File: src/rtl/hex_display_bank.sv
// Registered multi-digit hex-to-7-segment driver with load strobe, leading-zero
// blanking, per-digit blink and optional scanned (time-multiplexed) output.
module hex_display_bank #(
   parameter int NUM_DIGITS = 6,
   parameter int BLINK_DIV  = 25_000_000,
   parameter int SCAN       = 0,
   parameter int SCAN_DIV   = 50_000
) (
   input  logic                    CLOCK_50,
   input  logic                    RESET_N,
   input  logic                    load,
   input  logic [4*NUM_DIGITS-1:0] value,
   input  logic [NUM_DIGITS-1:0]   dots,
   input  logic [NUM_DIGITS-1:0]   blink,
   input  logic                    blank_lz,
   output logic [8*NUM_DIGITS-1:0] HEX,
   output logic [NUM_DIGITS-1:0]   digit_sel
);

   localparam int BW = (BLINK_DIV > 1) ? $clog2(BLINK_DIV) : 1;

   function automatic logic [6:0] glyph(input logic [3:0] d);
      case (d)
         4'h0: glyph = 7'h40;
         4'h1: glyph = 7'h79;
         4'h2: glyph = 7'h24;
         4'h3: glyph = 7'h30;
         4'h4: glyph = 7'h19;
         4'h5: glyph = 7'h12;
         4'h6: glyph = 7'h02;
         4'h7: glyph = 7'h78;
         4'h8: glyph = 7'h00;
         4'h9: glyph = 7'h18;
         4'hA: glyph = 7'h08;
         4'hB: glyph = 7'h03;
         4'hC: glyph = 7'h46;
         4'hD: glyph = 7'h21;
         4'hE: glyph = 7'h06;
         default: glyph = 7'h0E;
      endcase
   endfunction

   logic [4*NUM_DIGITS-1:0] value_reg;
   logic [NUM_DIGITS-1:0]   dots_reg;
   logic [NUM_DIGITS-1:0]   blink_reg;
   logic [BW-1:0]           blink_cnt_reg, blink_cnt_next;
   logic                    phase_reg, phase_next;
   logic [8*NUM_DIGITS-1:0] pattern;

   always_ff @(posedge CLOCK_50) begin
      if (!RESET_N) begin
         value_reg <= '0;
         dots_reg  <= '0;
         blink_reg <= '0;
      end else if (load) begin
         value_reg <= value;
         dots_reg  <= dots;
         blink_reg <= blink;
      end
   end

   // Blink timebase is free-running; loads never touch it.
   always_comb begin
      blink_cnt_next = blink_cnt_reg + BW'(1);
      phase_next     = phase_reg;
      if (blink_cnt_reg == BW'(BLINK_DIV - 1)) begin
         blink_cnt_next = '0;
         phase_next     = ~phase_reg;
      end
   end

   always_ff @(posedge CLOCK_50) begin
      if (!RESET_N) begin
         blink_cnt_reg <= '0;
         phase_reg     <= 1'b1;
      end else begin
         blink_cnt_reg <= blink_cnt_next;
         phase_reg     <= phase_next;
      end
   end

   for (genvar gi = 0; gi < NUM_DIGITS; gi++) begin : g_digit
      if (gi == 0) begin : g_lsd
         assign pattern[7:0] = (blink_reg[0] && !phase_reg) ? 8'hFF :
                               {~dots_reg[0], glyph(value_reg[3:0])};
      end else begin : g_upper
         logic lz;
         // Blank when this digit and every digit above it are zero.
         assign lz = blank_lz && (value_reg[4*NUM_DIGITS-1:4*gi] == '0);
         assign pattern[8*gi +: 8] = (blink_reg[gi] && !phase_reg) ? 8'hFF :
                                     {~dots_reg[gi], lz ? 7'h7F : glyph(value_reg[4*gi +: 4])};
      end
   end

   if (SCAN == 0) begin : g_static
      logic [8*NUM_DIGITS-1:0] hex_reg;

      always_ff @(posedge CLOCK_50) begin
         if (!RESET_N) hex_reg <= '1;
         else          hex_reg <= pattern;
      end

      assign HEX       = hex_reg;
      assign digit_sel = '0;
   end else begin : g_scan
      localparam int SW = (SCAN_DIV > 1) ? $clog2(SCAN_DIV) : 1;
      localparam int IW = (NUM_DIGITS > 1) ? $clog2(NUM_DIGITS) : 1;

      logic [SW-1:0]           scan_cnt_reg, scan_cnt_next;
      logic [IW-1:0]           scan_idx_reg, scan_idx_next;
      logic [NUM_DIGITS-1:0]   sel_reg;
      logic [8*NUM_DIGITS-1:0] hex_reg;

      always_comb begin
         scan_cnt_next = scan_cnt_reg + SW'(1);
         scan_idx_next = scan_idx_reg;
         if (scan_cnt_reg == SW'(SCAN_DIV - 1)) begin
            scan_cnt_next = '0;
            scan_idx_next = (scan_idx_reg == IW'(NUM_DIGITS - 1)) ? '0 : scan_idx_reg + IW'(1);
         end
      end

      // digit_sel and lane 0 both come from the current index so they stay aligned.
      always_ff @(posedge CLOCK_50) begin
         if (!RESET_N) begin
            scan_cnt_reg <= '0;
            scan_idx_reg <= '0;
            sel_reg      <= '1;
            hex_reg      <= '1;
         end else begin
            scan_cnt_reg <= scan_cnt_next;
            scan_idx_reg <= scan_idx_next;
            sel_reg      <= ~(NUM_DIGITS'(1) << scan_idx_reg);
            hex_reg      <= '1;
            hex_reg[7:0] <= pattern[{scan_idx_reg, 3'b000} +: 8];
         end
      end

      assign HEX       = hex_reg;
      assign digit_sel = sel_reg;
   end

endmodule

File: config.mk
export PLATFORM = sky130hd
export DESIGN_NAME = hex_display_bank
export DESIGN_NICKNAME = d
export VERILOG_FILES = /design/src/rtl/hex_display_bank.sv
export SDC_FILE = /design/constraint.sdc
export NUM_CORES = 1
export LEC_CHECK = 0
export CAP_MARGIN = 40
export CORE_UTILIZATION = 52
export CTS_CLUSTER_SIZE = 20
export DETAILED_ROUTE_END_ITERATION = 10
export MAX_ROUTING_LAYER = met4
export PLACE_DENSITY = 0.79
export SYNTH_ARGS = -nofsm -noshare
export SYNTH_HDL_FRONTEND = slang
export SYNTH_SLANG_ARGS = --single-unit
File: constraint.sdc
create_clock -name CLOCK_50 -period 2.8 [get_ports CLOCK_50]
set_clock_uncertainty 0.2 [all_clocks]
set_input_delay 0.28 -clock CLOCK_50 [delete_from_list [all_inputs] [get_ports CLOCK_50]]
set_output_delay 0.28 -clock CLOCK_50 [all_outputs]
set_load 0.02 [all_outputs]
**Yosys cells after proc, flatten, opt, wreduce, memory -nomap -nowiden**

Memories as Yosys holds them, arrays and structs flattened. A register that Yosys moved wholly into a read port is not among the register bits.
Index checks and enable logic that the tools add are counted.

- Bits in registers: 75
- Bits in read-only memories: 672
- Input bits: 40
- Output and inout port bits: 54
- Logic and storage cells: 56
- Memories kept: 6

Memory list:

| name | depth | bits a word | read ports | clocked after Yosys merged registers in | wr ports | RTL line | text |
|---|---|---|---|---|---|---|---|
| (name not given) | 16 | 7 | 1 | 1 | 0 | 23 | `case (d)` |
| (name not given) | 16 | 7 | 1 | 1 | 0 | 23 |  |
| (name not given) | 16 | 7 | 1 | 1 | 0 | 23 |  |
| (name not given) | 16 | 7 | 1 | 1 | 0 | 23 |  |
| (name not given) | 16 | 7 | 1 | 1 | 0 | 23 |  |
| (name not given) | 16 | 7 | 1 | 1 | 0 | 23 |  |

- Add/sub/neg operators: 1
- Eq/ne operators: 1
- Bitwise gates (word level): 8
- Reduce and logical (&&, ||, !) cells: 29

Operators with widths:

| operator | number |
|---|---|
| $add 25x1->25 const B | 1 |
| $eq 25x25->1 const B | 1 |
| $logic_not 20->1 | 1 |
| $logic_not 16->1 | 1 |
| $reduce_or 3->1 | 5 |
| $reduce_or 2->1 | 7 |
| $logic_not 12->1 | 1 |
| $logic_and 1x1->1 | 11 |
| $logic_not 8->1 | 1 |
| $not 1->1 | 8 |
| $logic_not 4->1 | 1 |
| $logic_not 1->1 | 1 |

**Depth between registers and ports, before layout**

Gate-level depths: netlist (run 1).

- Depth after elaboration: 3
- Depth in mapped cells: 7
- Gate-level depth less buffers: 6

**Least setup slack after synthesis (run 1)**

OpenSTA, ideal clock, no wires.

- Path type: register to register
- Start: register blink_cnt_reg[0]
- End: register blink_cnt_reg[24]
- Library setup time: 0.070 ns
- Data arrival time: 1.816 ns
- Required time: 2.530 ns
- Slack: 0.714 ns
- Stages on the path, launching flop included: 7
- Buffers on the path: 1
- Clock period less this slack: 2.086 ns
- Path through: dfxtp_1 ha_1 and3_2 buf_2 nand4_1 or4_2 a21oi_1

- Word-level cells in the longest chain between the ends: 2
- Elaborated cells on any way between the ends: 3
- Those cells by class: add/sub (1); eq/ne (1); reduce/logical (1)

Ends and longest elaborated chain:

| element | RTL line | text |
|---|---|---|
| from (decl) | 46 | `logic [BW-1:0] blink_cnt_reg, blink_cnt_next;` |
| from (signal assigned) | 77 | `blink_cnt_reg <= blink_cnt_next;` |
| parallel branches: the longest is 2 deep, another holds $add 25x1->25 | -- |  |

Parallel ways; which one is timed is not known.
A chain may end at the register's enable or synchronous reset.

**Worst setup path in the final report (run 1)**

- Start: register blink_cnt_reg[0]
- End: register blink_cnt_reg[2]

The elaborated chain is that of the path after synthesis.

==> results of run 1 <==
==> worst max-delay path: stages, from the launching register on <==
cell and delay, ns:
dfxtp_1 0.39, ha_1 0.21, nand3_1 0.17, or4_4 0.59, o21ai_4 0.57, nor2_1 0.13
==> cells in the final DEF, fill, tap and decap left out, types with 2 or more instances in the layout <==
| cell type | count |
|---|---|
| dfxtp_1 | 110 |
| clkdlybuf4s50_1 | 86 |
| nor2b_1 | 49 |
| nand2_1 | 42 |
| mux2i_1 | 38 |
| nor2_1 | 35 |
| inv_1 | 26 |
| ha_1 | 26 |
| o311ai_0 | 24 |
| o211ai_1 | 24 |
| a21oi_1 | 17 |
| nand3_1 | 16 |
| o21ai_0 | 13 |
| nand2b_1 | 10 |
| a21o_1 | 10 |
| nand4_1 | 10 |
| xnor2_1 | 9 |
| clkbuf_8 | 9 |
| or3_1 | 8 |
| o31ai_1 | 6 |
| conb_1 | 6 |
| xor2_1 | 5 |
| buf_4 | 5 |
| or4_1 | 4 |
| nor3b_1 | 3 |
| a21boi_0 | 3 |
| and4_2 | 3 |
| or4_2 | 3 |
| nor3_1 | 3 |
| nor4bb_1 | 2 |
| and2_1 | 2 |
| and3_2 | 2 |
| nor4_1 | 2 |
| bufinv_16 | 2 |
| clkinvlp_4 | 2 |
==> path summary, 6_finish.rpt <==
path	to	slack (ns)	cells past startpoint	start
min	HEX[7]	0.19	1	dots_reg[0]
max	blink_cnt_reg[2]	0.40	5	blink_cnt_reg[0]
max reg2reg	blink_cnt_reg[2]	0.40	5	blink_cnt_reg[0]
min reg2reg	HEX[7]	0.19	1	dots_reg[0]
==> routing by layer <==
metal  track usage (%)  up-vias  routed length, um
met2              33.2      109               4740
met3              2.76       15                380
met1              27.0     1862               4960
met4              7.69        0                156
met5                 -        -                  0
li1                  -     2074                  -
==> final cells by class <==
| type | count | area [um2] | share of cell area (%) |
|---|---|---|---|
| Clock buffer | 9 | 124 | 1.99 |
| Clock inverter | 7 | 97.6 | 1.56 |
| Inverter | 26 | 97.6 | 1.56 |
| Multi-Input combinational cell | 384 | 2650 | 42.5 |
| Sequential cell | 110 | 2200 | 35.3 |
| Tap cell | 129 | 161 | 2.59 |
| Timing Repair Buffer | 92 | 903 | 14.5 |
==> where the power goes <==
| group | internal [mW] | switching [mW] | total [mW] |
|---|---|---|---|
| registers | 1.66 | 0.0738 | 1.74 |
| logic | 0.278 | 0.274 | 0.552 |
| clock network | 0.507 | 0.537 | 1.04 |
==> Yosys cell counts (all sizes together) (16+ instances only) <==
library cell	instances	share of area (%)
o311ai	24	4.1
dfxtp	110	43
mux2i	38	7.4
a21oi	17	1.7
nand2	42	3.1
ha	26	6.3
clkbuf	23	1.9
nor2	35	2.6
o211ai	24	3.5
inv	26	1.9
nand3	16	1.6
nor2b	49	6.0
==> logic make-up after synthesis <==
kind of cell	count (synthesis)
adders and majority gates	26
xor gates and xnor gates	14
other	1
and+or+nand+nor	196
AOI/OAI and AO/OA	103
muxes	39
DFF	110
buffers and inverters	64
==> per-stage QoR <==
step           total power [mW]  worst slack [ns]  utilization, %
2_1_floorplan              2.09             0.714               -
3_3_place_gp               2.31             0.408            63.9
3_5_place_dp               2.32             0.395            63.9
4_1_cts                    3.35             0.406            66.3
5_1_grt                    3.49             0.276            66.3
6_report                   3.33             0.402            66.3
==> reports/metrics.cfg, run 1 <==
[placement]
placed_area_um2=6020
dp_hpwl_mm=7.54
port_buffers=87
placedCellCount=741
gp_congestion=0.859

[floorplanning]
start_util_pct=54.5
die_h_um=101
fp.coreArea_um2=9420
die_area_um2=10300
core.rowCount=35
ios=94
die_w_um=101

[clocking]
tritoncts.num_buffers=9
cts_tree=done
cts_root_buffer=clkbuf_8
hold_buffers=0
clk_path_buf_depth=2
cts_max_level=3
clk_latency_ns=0.37
post-cts-setup-buffer-count=0
ctsResizeCount=0
cts_sinks=110
clk_pin_slew_ns=0.10

[power_and_ir_drop]
irDropWorstVdd_mv=0.302
leakagePower_nw=2.31
powerDensity_nw_per_um2=534

[cells_and_area]
fillCellCount=750
nNetsFinal=689
layoutNonFillerInstCount=757
area_growth_syn_to_layout_pct=21.5
antenna_cells=0
fin_area_um2=6240
largest_register_ffs=48
drive_gt1_share_pct=5.57

[timing]
setup_violations=0
fin_crit_ns=2.40
hold_viol_final=0
worstMarginPinSlew_ns=0.695
setup_tns_ns=0
hold_ws_ns=0.187
finalCritPeriodShare_pct=85.7
grt_setup_unrepaired=no
slew_violations=0
maxSlewHeadroom_pct=53.6
clock.fmax_ghz=0.417

[synthesis]
synthSimpleGateAreaFrac_pct=20.5
synth-seq-cells=110
async_reset_ff_share_pct=0
synth_mux_area_share_pct=7.63
ys_warn_count=0
synth_cell_types=46
synth_compound_area_share_pct=14.4
synthCells=553
synth_xor_xnor_area_share_pct=2.39
synth_edf_count=0
synth_top_family_by_area=simple AND/OR/NAND/NOR gates
synth_fa_ha_area_share_pct=6.34
avgSynthCellArea_um2=9.28
netlist_area_um2=5130
synth_seq_area_share_pct=42.9
synth_ff_type=dfxtp_1

[worst_setup_path]
arrival_ns=2.43
crit_required_ns=2.83
cp-start-kind=register
critical_path.max_fanout=25
crit_type=reg -> reg
crit_path_end_kind=register

[run_status]
status=complete, no violations

[routing]
drcViolationCount=0
firstDrtPassIters=5
ant_nets=0
viasPerCell=5.36
routed_wl_mm=10.2
drt-wirelength-per-cell_um=13.5
drt_iter0_drc=149
vias=4060

[min_path]
hp-class=reg -> reg

[grt]
antenna_found_initial=0
grt_overflow=0
track_usage_pct=20.8
grt_pass1_vias=3580
grt_pass1_wl_mm=16.5
grt_max_degree=26

[flow_run]
cap_violations=0

Note: power is estimated with default switching activity, not from simulation.
==> inputs of run 2 (changes only) <==
Settings changed: CORE_MARGIN from default to 1.5, SKIP_CTS_REPAIR_TIMING from default to 1.
==> run 2 against run 1 <==
Combinational power about the same. Global-route usage increased by 0.34 points. Sequential power about the same. Sequential share of layout area increased by 0.30 points. Die area increased by 2.0%. Via count decreased by 0.71%. Flip-flop and latch count unchanged. Setup slack got worse by 0.0068 ns.
==> reports/metrics.cfg, run 2 (synthesized netlist as in run 1, its figures left out) <==
[placement]
dp_slack_ns=0.418  ; +0.0232 ns
dp_hpwl_mm=7.74  ; +2.7%
gp_congestion=0.920  ; +7.0%
port_buffers=87  ; unchanged
placed_area_um2=6020  ; about the same

[routing]
viasPerCell=5.31  ; -0.98%
drt-wirelength-per-cell_um=13.9  ; +3.0%
drt_iter0_drc=145  ; -2.7%
firstDrtPassIters=4  ; -1
vias=4031  ; -0.71%
drcViolationCount=0  ; unchanged
routed_wl_mm=10.6  ; +3.3%
ant_nets=0  ; unchanged

[grt]
grt_max_degree=37  ; +42%
grt_pass1_wl_mm=17.1  ; +4.1%
antenna_found_initial=0  ; unchanged
grt_overflow=0  ; unchanged
grt_pass1_vias=3759  ; +5.0%
track_usage_pct=21.2  ; +0.34 points

[timing]
setup_ws_ns=0.395  ; -0.00683 ns
finalCritPeriodShare_pct=85.9  ; +0.24 points
setup_tns_ns=0  ; unchanged
worstMarginPinSlew_ns=0.652  ; -0.0430 ns
grt_setup_unrepaired=no
hold_viol_final=0  ; unchanged
setup_violations=0  ; unchanged
maxSlewHeadroom_pct=56.5  ; +2.9 points
clock.fmax_ghz=0.416  ; -0.28%
slew_violations=0  ; unchanged
fin_crit_ns=2.41  ; +0.00683 ns

[worst_setup_path]
crit_type=reg -> reg
cp-start-kind=register
reg2reg_from=blink_cnt_reg[0]
slowest_stage=or4_4
critPathMaxStageDelay_ns=0.59  ; about the same
crit_path_end_kind=register
worstSetupStartpoint=blink_cnt_reg[0]
crit_required_ns=2.84  ; about the same
arrival_ns=2.44  ; about the same
critical_path.max_fanout=25  ; unchanged
worstPathCellList=ha_1 -> nand3_1 -> or4_4 -> o21ai_4 -> nor2_1

[cells_and_area]
most-common-layout-cells=dfxtp_1, clkdlybuf4s50_1, nor2b_1, nand2_1, mux2i_1
antenna_cells=0  ; unchanged
largest_register_ffs=48  ; unchanged
area_growth_syn_to_layout_pct=20.5
nNetsFinal=688  ; -0.15%
final_util_pct=63.9  ; -2.4 points
fin_area_um2=6190  ; -0.84%
final_common_cell=dfxtp_1
drive_gt1_share_pct=5.27  ; -0.30 points

[power_and_ir_drop]
powerDensity_nw_per_um2=509  ; -4.6%
total_power_mw=3.15  ; -5.4%
irDropWorstVdd_mv=0.222  ; -26%
leakagePower_nw=2.29  ; -1.1%

[floorplanning]
ios=94  ; unchanged
fp.coreArea_um2=9680  ; +2.9%
die_w_um=102  ; +0.99%
start_util_pct=53.0  ; -1.5 points
die_area_um2=10500  ; +2.0%
die_h_um=102  ; +0.99%
core.rowCount=36  ; +2.9%

[run_status]
status=complete, no violations

[clocking]
clk_pin_slew_ns=0.10  ; about the same
cts_max_level=3  ; unchanged
cts_tree=done
clk_path_buf_depth=2  ; unchanged
cts_root_buffer=clkbuf_8
tritoncts.num_buffers=9  ; unchanged
cts_sinks=110  ; unchanged
clk_latency_ns=0.37  ; about the same

[flow_run]
cap_violations=0  ; unchanged

[min_path]
min-delay-start=dots_reg[2]
hp-class=reg -> reg

-- run 2: per-stage QoR --
step           hold WS (ns)  std cells
2_1_floorplan         0.157        558
3_3_place_gp          0.165        744
3_5_place_dp          0.167        744
4_1_cts               0.192        759
5_1_grt               0.203        759
6_report              0.191        759
-- run 2: final cells by class --
class	instances	area [um2]
multi-input combinational	384	2650
tap	133	166
fill	783	3500
clock buffer	9	124
timing repair buffer	91	896
inverter	26	97.6
clock inverter	6	47.5
sequential	110	2200
-- run 2: routing by layer --
metal	track usage (%)	wire length (um)	vias to the layer above
li1	-	-	2066
met1	26.6	4840	1840
met2	34.1	4980	106
met3	4.38	596	19
met4	6.85	145	0
met5	-	0	-
-- run 2: where the power goes --
| group | switching [mW] | internal [mW] |
|---|---|---|
| clock | 0.538 | 0.325 |
| sequential | 0.0741 | 1.66 |
| combinational | 0.275 | 0.277 |
-- run 2: worst paths after layout --
kind / endpoint / slack, ns / cells past startpoint
worst max-delay path: blink_cnt_reg[8] / 0.39 / 5
worst min register to register: HEX[23] / 0.19 / 1
worst min-delay path: HEX[23] / 0.19 / 1
worst max register to register: blink_cnt_reg[8] / 0.39 / 5
-- run 2: worst max-delay path, delay by kind of cell (launching register included) --
kind,cells,cell delay [ns]
DFF,1,0.40
adders and majority gates,1,0.22
and+or+nand+nor,3,0.90
AOI/OAI and AO/OA,1,0.55
